**src/rtl/cnt_seq_ctrl.sv**
```systemverilog
// cnt_seq_ctrl: panel controller for a two-digit hex up/down counter.
// Raw keys are synchronised and debounced into one-cycle press pulses.
// An IDLE/RUN/PAUSE state machine turns those pulses into automatic or
// manual step events. The block owns the 8-bit count and time-shares a
// six-digit scan port across count-low, count-high and the state code.
//
// Strobe semantics: step_pulse and carry are single-cycle, registered
// strobes that are high in exactly the cycle cnt_val shows the new value.
// They need no acknowledge.

module cnt_seq_ctrl #(
  parameter int DEB_CYCLES = 1000,
  parameter int DIV_STEP   = 100000,
  parameter int SCAN_DIV   = 100
) (
  input  logic       clk,
  input  logic       rst,
  input  logic       key_clr_n,
  input  logic       key_start_n,
  input  logic       key_step_n,
  input  logic       minus,
  output logic [7:0] cnt_val,
  output logic [1:0] state,
  output logic       step_pulse,
  output logic       carry,
  output logic       sat,
  output logic [5:0] scan,
  output logic [3:0] dig
);

  localparam int DEB_W  = (DEB_CYCLES > 1) ? $clog2(DEB_CYCLES) : 1;
  localparam int PRE_W  = (DIV_STEP   > 1) ? $clog2(DIV_STEP)   : 1;
  localparam int SCAN_W = (SCAN_DIV   > 1) ? $clog2(SCAN_DIV)   : 1;

  localparam logic [DEB_W-1:0]  DEB_LAST  = DEB_W'(DEB_CYCLES - 1);
  localparam logic [PRE_W-1:0]  PRE_LAST  = PRE_W'(DIV_STEP - 1);
  localparam logic [SCAN_W-1:0] SCAN_LAST = SCAN_W'(SCAN_DIV - 1);

  typedef enum logic [1:0] {
    S_IDLE  = 2'b00,
    S_RUN   = 2'b01,
    S_PAUSE = 2'b10
  } state_t;

  // Key index: 0 = clear, 1 = start/pause, 2 = manual step
  logic [2:0] key_raw;
  assign key_raw = {key_step_n, key_start_n, key_clr_n};

  logic [2:0]       sync1_q, sync2_q;
  logic [2:0]       deb_lvl_q, deb_lvl_d;
  logic [DEB_W-1:0] deb_cnt_q [3];
  logic [DEB_W-1:0] deb_cnt_d [3];
  logic [2:0]       press_q, press_d;

  logic clr_p, start_p, step_p;

  state_t           state_q, state_d;
  logic [PRE_W-1:0] pre_q, pre_d;
  logic             step_ev;

  logic [7:0] cnt_q, cnt_d;
  logic       step_pulse_q, step_pulse_d;
  logic       carry_q, carry_d;

  logic [SCAN_W-1:0] scan_cnt_q, scan_cnt_d;
  logic [1:0]        slot_q, slot_d;
  logic [5:0]        scan_q, scan_d;
  logic [3:0]        dig_q, dig_d;

  // Two-flop synchroniser per raw key; idle level is released (high)
  always_ff @(posedge clk or posedge rst) begin
    if (rst) begin
      sync1_q <= 3'b111;
      sync2_q <= 3'b111;
    end else begin
      sync1_q <= key_raw;
      sync2_q <= sync1_q;
    end
  end

  // Debounce: accept a new level after DEB_CYCLES consecutive differing samples
  always_comb begin
    for (int i = 0; i < 3; i++) begin
      deb_lvl_d[i] = deb_lvl_q[i];
      deb_cnt_d[i] = deb_cnt_q[i];
      press_d[i]   = 1'b0;
      if (sync2_q[i] == deb_lvl_q[i]) begin
        deb_cnt_d[i] = '0;
      end else if (deb_cnt_q[i] == DEB_LAST) begin
        deb_lvl_d[i] = sync2_q[i];
        deb_cnt_d[i] = '0;
        press_d[i]   = ~sync2_q[i];
      end else begin
        deb_cnt_d[i] = deb_cnt_q[i] + DEB_W'(1);
      end
    end
  end

  // Debounce registers and registered press pulses
  always_ff @(posedge clk or posedge rst) begin
    if (rst) begin
      deb_lvl_q <= 3'b111;
      press_q   <= 3'b000;
      for (int i = 0; i < 3; i++) deb_cnt_q[i] <= '0;
    end else begin
      deb_lvl_q <= deb_lvl_d;
      press_q   <= press_d;
      for (int i = 0; i < 3; i++) deb_cnt_q[i] <= deb_cnt_d[i];
    end
  end

  // Coincident presses: clear beats start beats step; losers are dropped
  assign clr_p   = press_q[0];
  assign start_p = press_q[1] & ~press_q[0];
  assign step_p  = press_q[2] & ~press_q[1] & ~press_q[0];

  // FSM state register
  always_ff @(posedge clk or posedge rst) begin
    if (rst) state_q <= S_IDLE;
    else     state_q <= state_d;
  end

  // FSM next state: clear from anywhere, start toggles RUN/PAUSE
  always_comb begin
    state_d = state_q;
    if (clr_p) begin
      state_d = S_IDLE;
    end else if (start_p) begin
      case (state_q)
        S_IDLE:  state_d = S_RUN;
        S_RUN:   state_d = S_PAUSE;
        S_PAUSE: state_d = S_RUN;
        default: state_d = S_IDLE;
      endcase
    end
  end

  // FSM outputs: prescaler control and the step event (auto in RUN, manual in PAUSE)
  always_comb begin
    pre_d   = pre_q;
    step_ev = 1'b0;
    if (clr_p) begin
      pre_d = '0;
    end else if (start_p) begin
      // Entering RUN restarts the prescaler; RUN->PAUSE freezes it
      if (state_q != S_RUN) pre_d = '0;
    end else if (state_q == S_RUN) begin
      if (pre_q == PRE_LAST) begin
        step_ev = 1'b1;
        pre_d   = '0;
      end else begin
        pre_d = pre_q + PRE_W'(1);
      end
    end else if (state_q == S_PAUSE && step_p) begin
      step_ev = 1'b1;
    end
  end

  // Prescaler register
  always_ff @(posedge clk or posedge rst) begin
    if (rst) pre_q <= '0;
    else     pre_q <= pre_d;
  end

  // Count datapath: wrap on up, saturate at 00 on down
  always_comb begin
    cnt_d        = cnt_q;
    step_pulse_d = 1'b0;
    carry_d      = 1'b0;
    if (clr_p) begin
      cnt_d = 8'h00;
    end else if (step_ev) begin
      step_pulse_d = 1'b1;
      if (!minus) begin
        cnt_d   = cnt_q + 8'h01;
        carry_d = (cnt_q == 8'hFF);
      end else if (cnt_q != 8'h00) begin
        cnt_d = cnt_q - 8'h01;
      end
    end
  end

  // Count and strobe registers
  always_ff @(posedge clk or posedge rst) begin
    if (rst) begin
      cnt_q        <= 8'h00;
      step_pulse_q <= 1'b0;
      carry_q      <= 1'b0;
    end else begin
      cnt_q        <= cnt_d;
      step_pulse_q <= step_pulse_d;
      carry_q      <= carry_d;
    end
  end

  // Scan scheduler: hold each slot SCAN_DIV cycles, cycle 0 -> 1 -> 2 -> 0
  always_comb begin
    scan_cnt_d = scan_cnt_q + SCAN_W'(1);
    slot_d     = slot_q;
    if (scan_cnt_q == SCAN_LAST) begin
      scan_cnt_d = '0;
      slot_d     = (slot_q == 2'd2) ? 2'd0 : slot_q + 2'd1;
    end
    case (slot_q)
      2'd0: begin
        scan_d = 6'b001000;
        dig_d  = cnt_q[3:0];
      end
      2'd1: begin
        scan_d = 6'b010000;
        dig_d  = cnt_q[7:4];
      end
      default: begin
        scan_d = 6'b100000;
        dig_d  = {2'b00, state_q};
      end
    endcase
  end

  // Scan registers: scan and dig always update together
  always_ff @(posedge clk or posedge rst) begin
    if (rst) begin
      scan_cnt_q <= '0;
      slot_q     <= 2'd0;
      scan_q     <= 6'b001000;
      dig_q      <= 4'h0;
    end else begin
      scan_cnt_q <= scan_cnt_d;
      slot_q     <= slot_d;
      scan_q     <= scan_d;
      dig_q      <= dig_d;
    end
  end

  assign cnt_val    = cnt_q;
  assign state      = state_q;
  assign step_pulse = step_pulse_q;
  assign carry      = carry_q;
  assign sat        = minus & (cnt_q == 8'h00);
  assign scan       = scan_q;
  assign dig        = dig_q;

endmodule

```
**config.mk**
```make
export PLATFORM = sky130hd
export DESIGN_NAME = cnt_seq_ctrl
export DESIGN_NICKNAME = d
export VERILOG_FILES = /design/src/rtl/cnt_seq_ctrl.sv
export SDC_FILE = /design/constraint.sdc
export NUM_CORES = 1
export LEC_CHECK = 0
export ABC_AREA = 1
export CAP_MARGIN = 10
export CORE_ASPECT_RATIO = 1.1
export CORE_MARGIN = 2
export CORE_UTILIZATION = 45
export DETAILED_ROUTE_END_ITERATION = 7
export GPL_TIMING_DRIVEN = 1
export HOLD_SLACK_MARGIN = 0.03
export PLACE_DENSITY_LB_ADDON = 0.05
export SYNTH_ARGS = -nofsm -noshare
export SYNTH_HDL_FRONTEND = slang
export SYNTH_SLANG_ARGS = --single-unit
```
**constraint.sdc**
```tcl
create_clock -name clk -period 2.7 [get_ports clk]
set_input_delay 0.54 -clock clk [delete_from_list [all_inputs] [get_ports clk]]
set_output_delay 0.54 -clock clk [all_outputs]
set_load 0.01 [all_outputs]
```
==> run metrics <==
CTS buffer count=9; dpl ws=approximately 0.17 ns; post-synthesis xor/xnor area fraction=0.0375; Worst R2R Start=deb_cnt_q[0]$_DFF_PP0_; WHS=0.360 ns; routability congestion estimate=about 0.8; Cells after Synth=536; initial antenna violation count=0; fin area=about 0.005 mm^2; CORE AREA=slightly below 0.01 mm^2; Worst-Skew Late Latency=0.35 ns; R2R cell count=7; setup bufs post-CTS=0; Final WS setup=0.175 ns; vias in the first global route=about 3300; compound-gate portion of the synthesized area=0.0454; number of routed nets with antenna violations=0; crit path launch type=input pin; Leak=2.40 nW; sequential share of the synthesized area=0.493; largest net degree at the start of global routing=88; IO Count=29; fillcell total=938; slowest cell on the critical path=clkdlybuf4s50_1; initial drt markers=about 190; Area Growth Syn to Fin=13.7%; standard-cell rows=38; DRC=0; floorplan die height=108 um; Antenna Cells=0; multiplexer share of the synthesized area=0.00254; Syn Area/Cell=8.29 um^2; unique cell type count in the Yosys netlist=37; number of max-cap violations=0; actual slew at the worst max-slew pin=roughly 0.72 ns; First-pass DRT Iterations=4; Final Hold Viols=0; WS Path Type=in -> out; most frequent CP cell=clkdlybuf4s50_1; CTS root buf=clkbuf_8; r2r setup slk=1.09 ns; port buffer count=25; post_cts resized=0; Post-Syn Area=around 0.0044 mm^2; Post-Synth Adder-Cell Area=0.0355; Via Count=3454; Overall Global Routing Usage=0.171; Clock Tree Buf Depth=2; Peak supply drop=between 0.3 and 0.4 mV; normalized max-slew margin=0.516; largest family of logic cells by synthesized area=simple AND/OR/NAND/NOR gates; status=finished, final reports clean; Sink Count=87; setup_tns=0 ns; HPWL after detailed placement=around 6000 um; Area after DPL=0.00484 mm^2; Top FF cell, synth=dfrtp_1; Ys Warns=0; worst-path fanout max=2; CP arrival=1.99 ns; TritonCTS clock tree=built; critical path endpoint category=output pin; max frequency=396 MHz; drt wl/cell=12.0 um; first-pass GRT wire length=14900 um; crit path to=sat; min cycle time layout=about 2.5 ns; die area=0.0107 mm^2; Hold Path Class=reg -> reg; Slew Limit Fails=0; DR vias/cell=4.97; Setup crit start=minus; Die W=roughly 99 um; htree depth=3; initial cell density of the core=0.456; RSZ-0062 raised after global routing=no; # nets final=between 500 and 600; Yosys reg bits=87; Period Utilization, post-route=0.935; Post-synth ARST share=1.00; Critical Path RT=2.16 ns; pwr dens=469 mW/mm^2; final wirelength=8350 um; layout cell share with drive strength beyond 1=0.104; crit-path cells=clkdlybuf4s50_1 > nand2_1 > nor3_2 > clkdlybuf4s50_1; total grt overflow=0; clk_skew=between 0.007 and 0.008 ns; CP peak stage delay=between 0.5 and 0.6 ns; RR Endpoint=deb_cnt_q[9]$_DFF_PP0_; simple-gate share of the synthesized area=0.305; Post-synth EDFFs=0; Clock transition at path regs=0.08 ns; Final Setup Violations=0; hold-fix buffers at CTS=0
==> final cells by class <==
type,instances,area [um^2],area share
Multi-Input combinational cell,361,1900,0.377
Timing Repair Buffer,27,278,0.0550
Inverter,84,319,0.0632
Tap cell,120,150,0.0297
Clock inverter,4,53.8,0.0107
Clock buffer,12,155,0.0307
Sequential cell,87,2190,0.434
==> critical path, delay by kind of cell <==
family,cells,cell delay [ns]
buffers and inverters,2,1.09
and+or+nand+nor,2,0.36
==> state kept, by name (all words and copies together) (netlist names), 3 cells and up <==
| name | flops |
|---|---|
| pre_q | 17 |
| sync1_q | 3 |
| sync2_q | 3 |
| deb_cnt_q | 30 |
| deb_lvl_q | 3 |
| press_q | 3 |
| scan | 3 |
| scan_cnt_q | 7 |
| dig | 4 |
| cnt_val | 8 |
==> routing by layer <==
metal / share of wire / vias up / global-route usage / routed length, um
met2: 0.46 / 46 / 0.276 / 3820
li1: - / 1769 / - / -
met3: 0.031 / 6 / 0.0356 / 257
met4: 0.0086 / 0 / 0.0470 / 72
met1: 0.50 / 1633 / 0.237 / 4200
met5: 0 / - / 0 / 0
==> cells by family (layout without fill, tap and decap cells) <==
family | Yosys count | count (layout)
buf+inv | 90 | 127
compound gates | 37 | 37
flops | 87 | 87
other cells | 1 | 3
mux | 1 | 1
simple gates | 289 | 289
xor+xnor | 19 | 19
fa+ha+maj | 12 | 12
==> placed cells by master (no fill, tap or decap), drive strengths merged, types with 2 or more instances in the layout <==
| master | synthesis | routed |
|---|---|---|
| nand2 | 118 | 118 |
| inv | 84 | 83 |
| nor2 | 80 | 80 |
| dfrtp | 77 | 77 |
| nand3 | 36 | 36 |
| nor3 | 27 | 27 |
| clkdlybuf4s50 | 0 | 25 |
| nand4 | 19 | 19 |
| a21oi | 16 | 16 |
| xor2 | 14 | 14 |
| o21ai | 13 | 13 |
| clkbuf | 1 | 12 |
| ha | 11 | 11 |
| dfstp | 10 | 10 |
| xnor2 | 5 | 5 |
| o22ai | 4 | 4 |
| nor3b | 4 | 4 |
| clkinvlp | 0 | 3 |
| conb | 1 | 3 |
| o221ai | 2 | 2 |
| and3 | 2 | 2 |
| nor4 | 2 | 2 |
| buf | 5 | 2 |
==> how the worst min path moves through the flow <==
stage / start / endpoint / slack [ns] / cells after the start
3_5_place_dp: sync1_q[2]$_DFF_PP1_ / sync2_q[2]$_DFF_PP1_ / 0.35 / 0
2_1_floorplan: sync1_q[0]$_DFF_PP1_ / sync2_q[0]$_DFF_PP1_ / 0.35 / 0
6_report: sync1_q[2]$_DFF_PP1_ / sync2_q[2]$_DFF_PP1_ / 0.36 / 0
3_3_place_gp: sync1_q[1]$_DFF_PP1_ / sync2_q[1]$_DFF_PP1_ / 0.35 / 0
5_1_grt: sync1_q[1]$_DFF_PP1_ / sync2_q[1]$_DFF_PP1_ / 0.37 / 0
4_1_cts: sync1_q[2]$_DFF_PP1_ / sync2_q[2]$_DFF_PP1_ / 0.36 / 0
==> metrics by stage <==
step	instances	utilization	power (W)
2_1_floorplan	538	-	0.00142
3_3_place_gp	679	0.497	0.00146
3_5_place_dp	679	0.497	0.00146
4_1_cts	695	0.518	0.00242
5_1_grt	695	0.518	0.00250
6_report	695	0.518	0.00237
==> synth_stat cells, types with 3 or more instances <==
library cell  count  share of area
xor2_1           14          0.028
nand4_1          19          0.027
o22ai_1           4         0.0056
nand2_4           4          0.010
a21oi_1          16          0.018
nor3b_1           4         0.0068
buf_4             3         0.0051
nand3_1          35          0.039
nor3_1           21          0.024
inv_2             7         0.0059
nor2_2            5         0.0070
nor2_1           74          0.063
xnor2_1           5         0.0099
inv_1            77          0.065
nand2_2           6         0.0085
dfrtp_1          77           0.43
ha_1             11          0.031
dfstp_2          10          0.059
nor3_2            6          0.014
nand2_1         108          0.091
o21ai_0          12          0.014
==> power breakdown <==
group | internal, W | switching (W) | leakage, nW | total [W]
Clock | 0.000480 | 0.000461 | 0.0988 | 0.000941
Combinational | 0.0000312 | 0.0000637 | 1.14 | 0.0000949
Sequential | 0.00132 | 0.0000133 | 1.16 | 0.00133
Total | 0.00183 | 0.000538 | 2.40 | 0.00237
(Power assumes the default switching activity.)
